## src/rtl/fc_input_loader.sv

```systemverilog
// Stream-to-vector loader: packs IN signed words from a valid/ready stream into x[0:IN-1].
// Define FC_LOADER_DBUF_EN for ping-pong buffering; default build is single-buffer FILL/HOLD.
module fc_input_loader #(
  parameter int unsigned WIDTH = 8,
  parameter int unsigned IN    = 128
) (
  input  logic             clk,
  input  logic             rst,
  input  logic [WIDTH-1:0] s_data,
  input  logic             s_valid,
  input  logic             s_last,
  output logic             s_ready,
  output logic [WIDTH-1:0] x [0:IN-1],
  output logic             x_valid,
  input  logic             x_ready,
  output logic             frame_err
);

  localparam int unsigned CW = (IN > 1) ? $clog2(IN) : 1;
  localparam logic [CW-1:0] LastIdx = CW'(IN - 1);

  localparam logic [1:0] FILL  = 2'd0;
`ifdef FC_LOADER_DBUF_EN
  localparam logic [1:0] STALL = 2'd2;
`else
  localparam logic [1:0] HOLD  = 2'd1;
`endif

  logic [1:0]    state_q, state_d;
  logic [CW-1:0] cnt_q;
  logic          x_valid_q, x_valid_d;
  logic          frame_err_q;
  logic          accept, last_word;

  // Reset gates the handshake outputs so a held frame vanishes in the reset cycle itself.
  assign s_ready   = !rst && (state_q == FILL);
  assign x_valid   = x_valid_q && !rst;
  assign frame_err = frame_err_q && !rst;
  assign accept    = s_valid && s_ready;
  assign last_word = (cnt_q == LastIdx);

`ifdef FC_LOADER_DBUF_EN
  logic [WIDTH-1:0] fbuf [0:IN-1];
  logic             copy;

  always_comb begin
    state_d   = state_q;
    x_valid_d = x_valid_q;
    copy      = 1'b0;
    unique case (state_q)
      FILL: begin
        if (x_valid_q && x_ready) x_valid_d = 1'b0;
        if (accept && last_word) begin
          if (!x_valid_q || x_ready) begin
            copy      = 1'b1;
            x_valid_d = 1'b1;
          end else begin
            state_d = STALL;
          end
        end
      end
      STALL: begin
        if (x_ready) begin
          copy      = 1'b1;
          x_valid_d = 1'b1;
          state_d   = FILL;
        end
      end
      default: state_d = FILL;
    endcase
  end
`else
  always_comb begin
    state_d   = state_q;
    x_valid_d = x_valid_q;
    unique case (state_q)
      FILL: begin
        if (accept && last_word) begin
          state_d   = HOLD;
          x_valid_d = 1'b1;
        end
      end
      HOLD: begin
        if (x_ready) begin
          state_d   = FILL;
          x_valid_d = 1'b0;
        end
      end
      default: state_d = FILL;
    endcase
  end
`endif

  always_ff @(posedge clk) begin
    if (rst) begin
      state_q     <= FILL;
      cnt_q       <= '0;
      x_valid_q   <= 1'b0;
      frame_err_q <= 1'b0;
      for (int k = 0; k < IN; k++) x[k] <= '0;
`ifdef FC_LOADER_DBUF_EN
      for (int k = 0; k < IN; k++) fbuf[k] <= '0;
`endif
    end else begin
      state_q     <= state_d;
      x_valid_q   <= x_valid_d;
      // Counting is authoritative; s_last only feeds the error flag.
      frame_err_q <= accept && (s_last != last_word);
      if (accept) cnt_q <= last_word ? '0 : cnt_q + CW'(1);
`ifdef FC_LOADER_DBUF_EN
      if (accept) fbuf[cnt_q] <= s_data;
      if (copy) begin
        for (int k = 0; k < IN; k++) x[k] <= fbuf[k];
        // The completing word has not reached fbuf yet; bypass it straight into x.
        if (accept) x[IN-1] <= s_data;
      end
`else
      if (accept) x[cnt_q] <= s_data;
`endif
    end
  end

endmodule
```

## config.mk

```make
export PLATFORM = sky130hd
export DESIGN_NAME = fc_input_loader
export DESIGN_NICKNAME = d
export VERILOG_FILES = /design/src/rtl/fc_input_loader.sv
export SDC_FILE = /design/constraint.sdc
export NUM_CORES = 2
export LEC_CHECK = 0
export ABC_AREA = 1
export BUFFER_PORTS_ARGS = -buffer_cell sky130_fd_sc_hd__buf_2
export CAP_MARGIN = 10
export CORE_AREA = 2 2 401 403
export CTS_CLUSTER_DIAMETER = 30
export DETAILED_ROUTE_END_ITERATION = 8
export DIE_AREA = 0 0 403 405
export PLACE_DENSITY = 0.49
export SLEW_MARGIN = 20
export SYNTH_ARGS = -nofsm -noshare
export SYNTH_HDL_FRONTEND = slang
export SYNTH_SLANG_ARGS = --single-unit
```

## constraint.sdc

```tcl
create_clock -name clk -period 1.4 [get_ports clk]
set_input_delay 0.14 -clock clk [delete_from_list [all_inputs] [get_ports clk]]
set_output_delay 0.14 -clock clk [all_outputs]
set_load 0.05 [all_outputs]
```

### Yosys cells after proc, flatten, opt, wreduce, memory -nomap -nowiden

Index checks and enable logic that the tools add are counted.

* output and inout bits: 1027
* word-level logic and storage cells: 163
* register bits: 1035
* input port bits: 13

* reduce and logical (&&, ||, !) cells: 12
* mux-type cells: 10
* $add $sub $neg: 1
* bitwise logic cells: 1
* equal/unequal tests: 5
* $lt $le $gt $ge: 2

Operators by type and width (number)
* 1024-bit bitwise mux: 1
* 8-bit demux with 7-bit select: 1
* 8-bit >= comparator, second input constant: 1
* 8-bit by 1-bit less-than comparator with 1-bit output, second input constant: 1
* 8-bit two-way mux: 1
* 7-bit NOT with 8-bit output: 1
* 7-bit by 1-bit adder with 7-bit output, second input constant: 1
* 7-bit equality test, second input constant: 1
* 1-bit logical AND: 7
* 7-bit two-way mux: 1
* 2-bit two-way mux: 2
* 2-bit one-hot mux with 2 select lines: 1
* 3-bit AND reduction: 1
* 2-bit by 1-bit equality test with 1-bit output, second input constant: 1
* 2-bit logical NOT: 1
* 1-bit two-way mux: 2
* 2-bit by 1-bit inequality test with 1-bit output, second input constant: 1
* 2-bit inequality test, second input constant: 1
* 1-bit one-hot mux with 2 select lines: 1
* 2-bit AND reduction: 1
* 2-bit nonzero test: 1
* 1-bit logical NOT: 1
* 1-bit inequality test: 1

### Logic depth before layout (Yosys ltp)

* depth after elaboration: 6
* gate-level depth with buffers: 10
* gate-level depth less buffers: 7

### Worst setup path before layout

No wires, ideal clock.

* path kind: register -> register
* start point: register x_valid_q (netlist name)
* end point: register x[976] (netlist name)
* library setup time: 0.117 ns
* buffers on the path: 3
* path slack: -0.358 ns
* arrival time: 1.641 ns
* required time: 1.283 ns
* cell stages (with the launch flop): 10
* period minus slack after synthesis: 1.758 ns
* path through: dfxtp_1 > nor2_4 > nand2_2 > buf_2 > nor2_2 > buf_2 > buf_2 > nand3_1 > nand2_1 > nor2_1

RTL lines
* end signal: indexed assignment: RTL line 118 `if (accept) x[cnt_q] <= s_data;`
* end: declaration: RTL line 13 `output logic [WIDTH-1:0] x [0:IN-1],`

==> results.json <==
{
  "total_leakage_power_nw": 33.11,
  "hpwlAfterDp_um": 133200,
  "start_util": 0.2580,
  "drt_wl_total_um": 222500,
  "cp.required_ns": 2.18,
  "pre_cts_ws_ns": -0.4423,
  "antenna_found_initial": 3,
  "syn_to_final_growth_pct": 98.12,
  "status": "finished with violations",
  "path_clk_slew_ns": 0.04,
  "yosysWarnings": 0,
  "fin_util": 0.5112,
  "synth-adder-area-share": 0.0003044,
  "wire_per_inst_um": 22.96,
  "path_cells": "nor2_4 -> nand2_8 -> buf_6 -> buf_6 -> nor2_4 -> buf_12 -> buf_16 -> clkbuf_16 -> nand3_2 -> nand2_1 -> nor2_1",
  "finalInstanceArea_mm2": 0.08143,
  "synth_top_family_by_area": "simple AND/OR/NAND/NOR gates",
  "syn_area_mm2": 0.04110,
  "num_rows": 147,
  "pin_count": 1040,
  "post-synth-top-count-cell": "nor2_1",
  "crit_arrival_ns": 2.66,
  "synth-main-ff-cell": "dfxtp_1",
  "grt_max_degree": 94,
  "remaining_drc_errors": 0,
  "avgViaCountPerCell": 4.873,
  "grt-ovfl-total": 0,
  "finalMaxSlewViolations": 0,
  "powerDensity_mw_per_mm2": 1256,
  "synthTopCellsByArea": "dfxtp_1 50%, nor2_1 17%, nand3_1 13%, nand2_1 9.5%, a21oi_1 3.2%",
  "irDropWorstVdd_mv": 1.317,
  "finalSetupViolCount": 2060,
  "drt_iter0_drc": 3510,
  "htreeDepth": 5,
  "synth-seq-area-share": 0.5032,
  "layout-drive-gt1-share": 0.5169,
  "hold_viol": 0,
  "critPathTopFamily": "buffers and inverters",
  "fin_crit_sh": 1.341,
  "fin_nets": 7399,
  "path_class": "flip-flop to flip-flop",
  "synth-simple-area-share": 0.4085,
  "worstPathMaxFanout": 7,
  "grt_usage": 0.2373,
  "syn_nets": 5868,
  "n_fill_cell": 13841,
  "ys_ff_latch": 1033,
  "yosysTopAreaCellShare": 0.5032,
  "portBuffers": 1039,
  "cts_tree": "built",
  "die_height_um": 405,
  "gp_congestion": 0.8468,
  "rsz0062_at_grt": "true",
  "synth_top_area_cell": "dfxtp_1",
  "synth.distinct_cells": 21,
  "fmax_ghz": 0.5325,
  "critPathCaptureType": "flip-flop",
  "hold_class": "primary input to flip-flop",
  "cts_buffer_depth": 4,
  "crit_path_start_kind": "flip-flop",
  "failed_checks": "negative setup slack",
  "clock_skew_ns": 0.05456,
  "slowest_stage": "dfxtp_2",
  "fin_setup_tns_ns": -466.16,
  "synthMuxAreaShare": 0,
  "setup_slack_ns": -0.4780,
  "syn_inst": 5854,
  "vias": 47214,
  "cts.sinks": 1033,
  "clk-insertion-delay-late_ns": 0.93,
  "async_flop_share": 0,
  "synthXorXnorAreaFrac": 0.0002131,
  "period_minus_slack_ns": 1.878,
  "holdWs_ns": 0.06227,
  "yosys-top-cells-count": "1819 x nor2_1, 1037 x nand3_1, 1035 x nand2_1",
  "dpl-instance-area_mm2": 0.05303,
  "grt_pass1_vias": 44199,
  "diodes": 0,
  "cts_buffers": 299,
  "max_cap_violations": 0,
  "chipWidth_um": 403,
  "critical-path-max-stage-delay_ns": 0.33,
  "worst_slew_pin_slew_ns": 0.4743,
  "synth_compound_area_frac": 0.03239,
  "dr.pass1.iters": 8,
  "grt_pass1_wl_um": 293500,
  "core_area_mm2": 0.1593,
  "slew_headroom": 0.6838,
  "path_buf_inv": 5,
  "syn_avg_cell_area_um2": 7.021,
  "antenna_left": 0,
  "synth_edf_count": 0,
  "root_buffer": "clkbuf_16",
  "dieArea_mm2": 0.1632
}
==> timing repair <==
action,4_1_cts,5_1_grt
endpoints found under the hold margin,718,0
setup buffers,66,61
cloned,10,72
setup endpoints to repair,2054,2060
hold buffers,15,0
gates resized for setup,4164,739
pin swaps,37,355
==> cell type report <==
cell class                      count  area, µm²  share of cell area
Clock buffer                      399       8424              0.1035
Timing Repair Buffer             1732      24930              0.3061
Tap cell                         2086       2610             0.03205
Inverter                           46      275.3            0.003380
Multi-Input combinational cell   4273      21360              0.2623
Sequential cell                  1033      22180              0.2724
Clock inverter                    120       1658             0.02036
==> worst reg2reg max path, cell delays in order (launching register included) <==
cell and delay (ns):
dfxtp_2 0.33, nor2_4 0.17, nand2_8 0.08, buf_6 0.13, buf_6 0.11, nor2_4 0.14, buf_12 0.18, buf_16 0.21
clkbuf_16 0.27, nand3_2 0.07, nand2_1 0.06, nor2_1 0.04
==> placed cells by master (no fill, tap or decap), types with 31 or more instances in the layout <==
cell type,n
buf_4,296
nor2_1,1740
nand3_4,31
nand3_1,610
clkinv_2,54
buf_12,217
bufinv_16,38
nor2_2,67
dfxtp_4,89
dfxtp_2,931
nand2_1,970
buf_6,181
clkbuf_8,46
clkbuf_16,363
nor2_4,118
buf_8,909
nand2_2,65
buf_16,34
nand3_2,396
a21oi_1,261
clkbuf_1,49
==> per-layer routing <==
layer / wire length [µm] / up-vias / GRT usage / share of wire
li1: - / 21856 / - / -
met1: 87740 / 22618 / 0.2836 / 0.39
met2: 104300 / 2214 / 0.3830 / 0.47
met3: 18820 / 524 / 0.07070 / 0.085
met4: 11640 / 2 / 0.1256 / 0.052
met5: 13 / - / 0 / 0.000058
==> registers in the layout, indices dropped and copies added (netlist names) <==
register     cells
x             1024
frame_err_q      1
x_valid_q        1
cnt_q            7
==> report_power, final <==
part	internal (mW)	leakage, nW	switching [mW]	total, mW
combinational	1.51	19.3	2.81	4.31
sequential	29.4	8.87	0.0387	29.4
clock	48.5	4.94	20.0	68.5
==> worst paths after layout <==
| path | from | end | slack (ns) | depth (start not counted) |
|---|---|---|---|---|
| setup / recovery | x_valid_q | x[299] | -0.48 | 11 |
| hold / removal | rst | x[834] | 0.06 | 6 |
| setup reg to reg | x_valid_q | x[299] | -0.48 | 11 |
| hold reg to reg | x[29] | x[29] | 0.47 | 2 |
==> cells by family after synthesis <==
| group | Yosys count |
|---|---|
| simple gates | 4005 |
| flops | 1033 |
| buf+inv | 548 |
| compound gates | 266 |
| xor+xnor | 1 |
| fa+ha+maj | 1 |
==> through the flow <==
| step | power (mW) | instances |
|---|---|---|
| 3_5_place_dp | 33.59 | 8951 |
| 2_1_floorplan | 32.01 | 5854 |
| 5_1_grt | 104.8 | 9689 |
| 3_3_place_gp | 33.58 | 8951 |
| 6_report | 102.3 | 9689 |
| 4_1_cts | 102.2 | 9561 |
(Power assumes the default switching activity.)
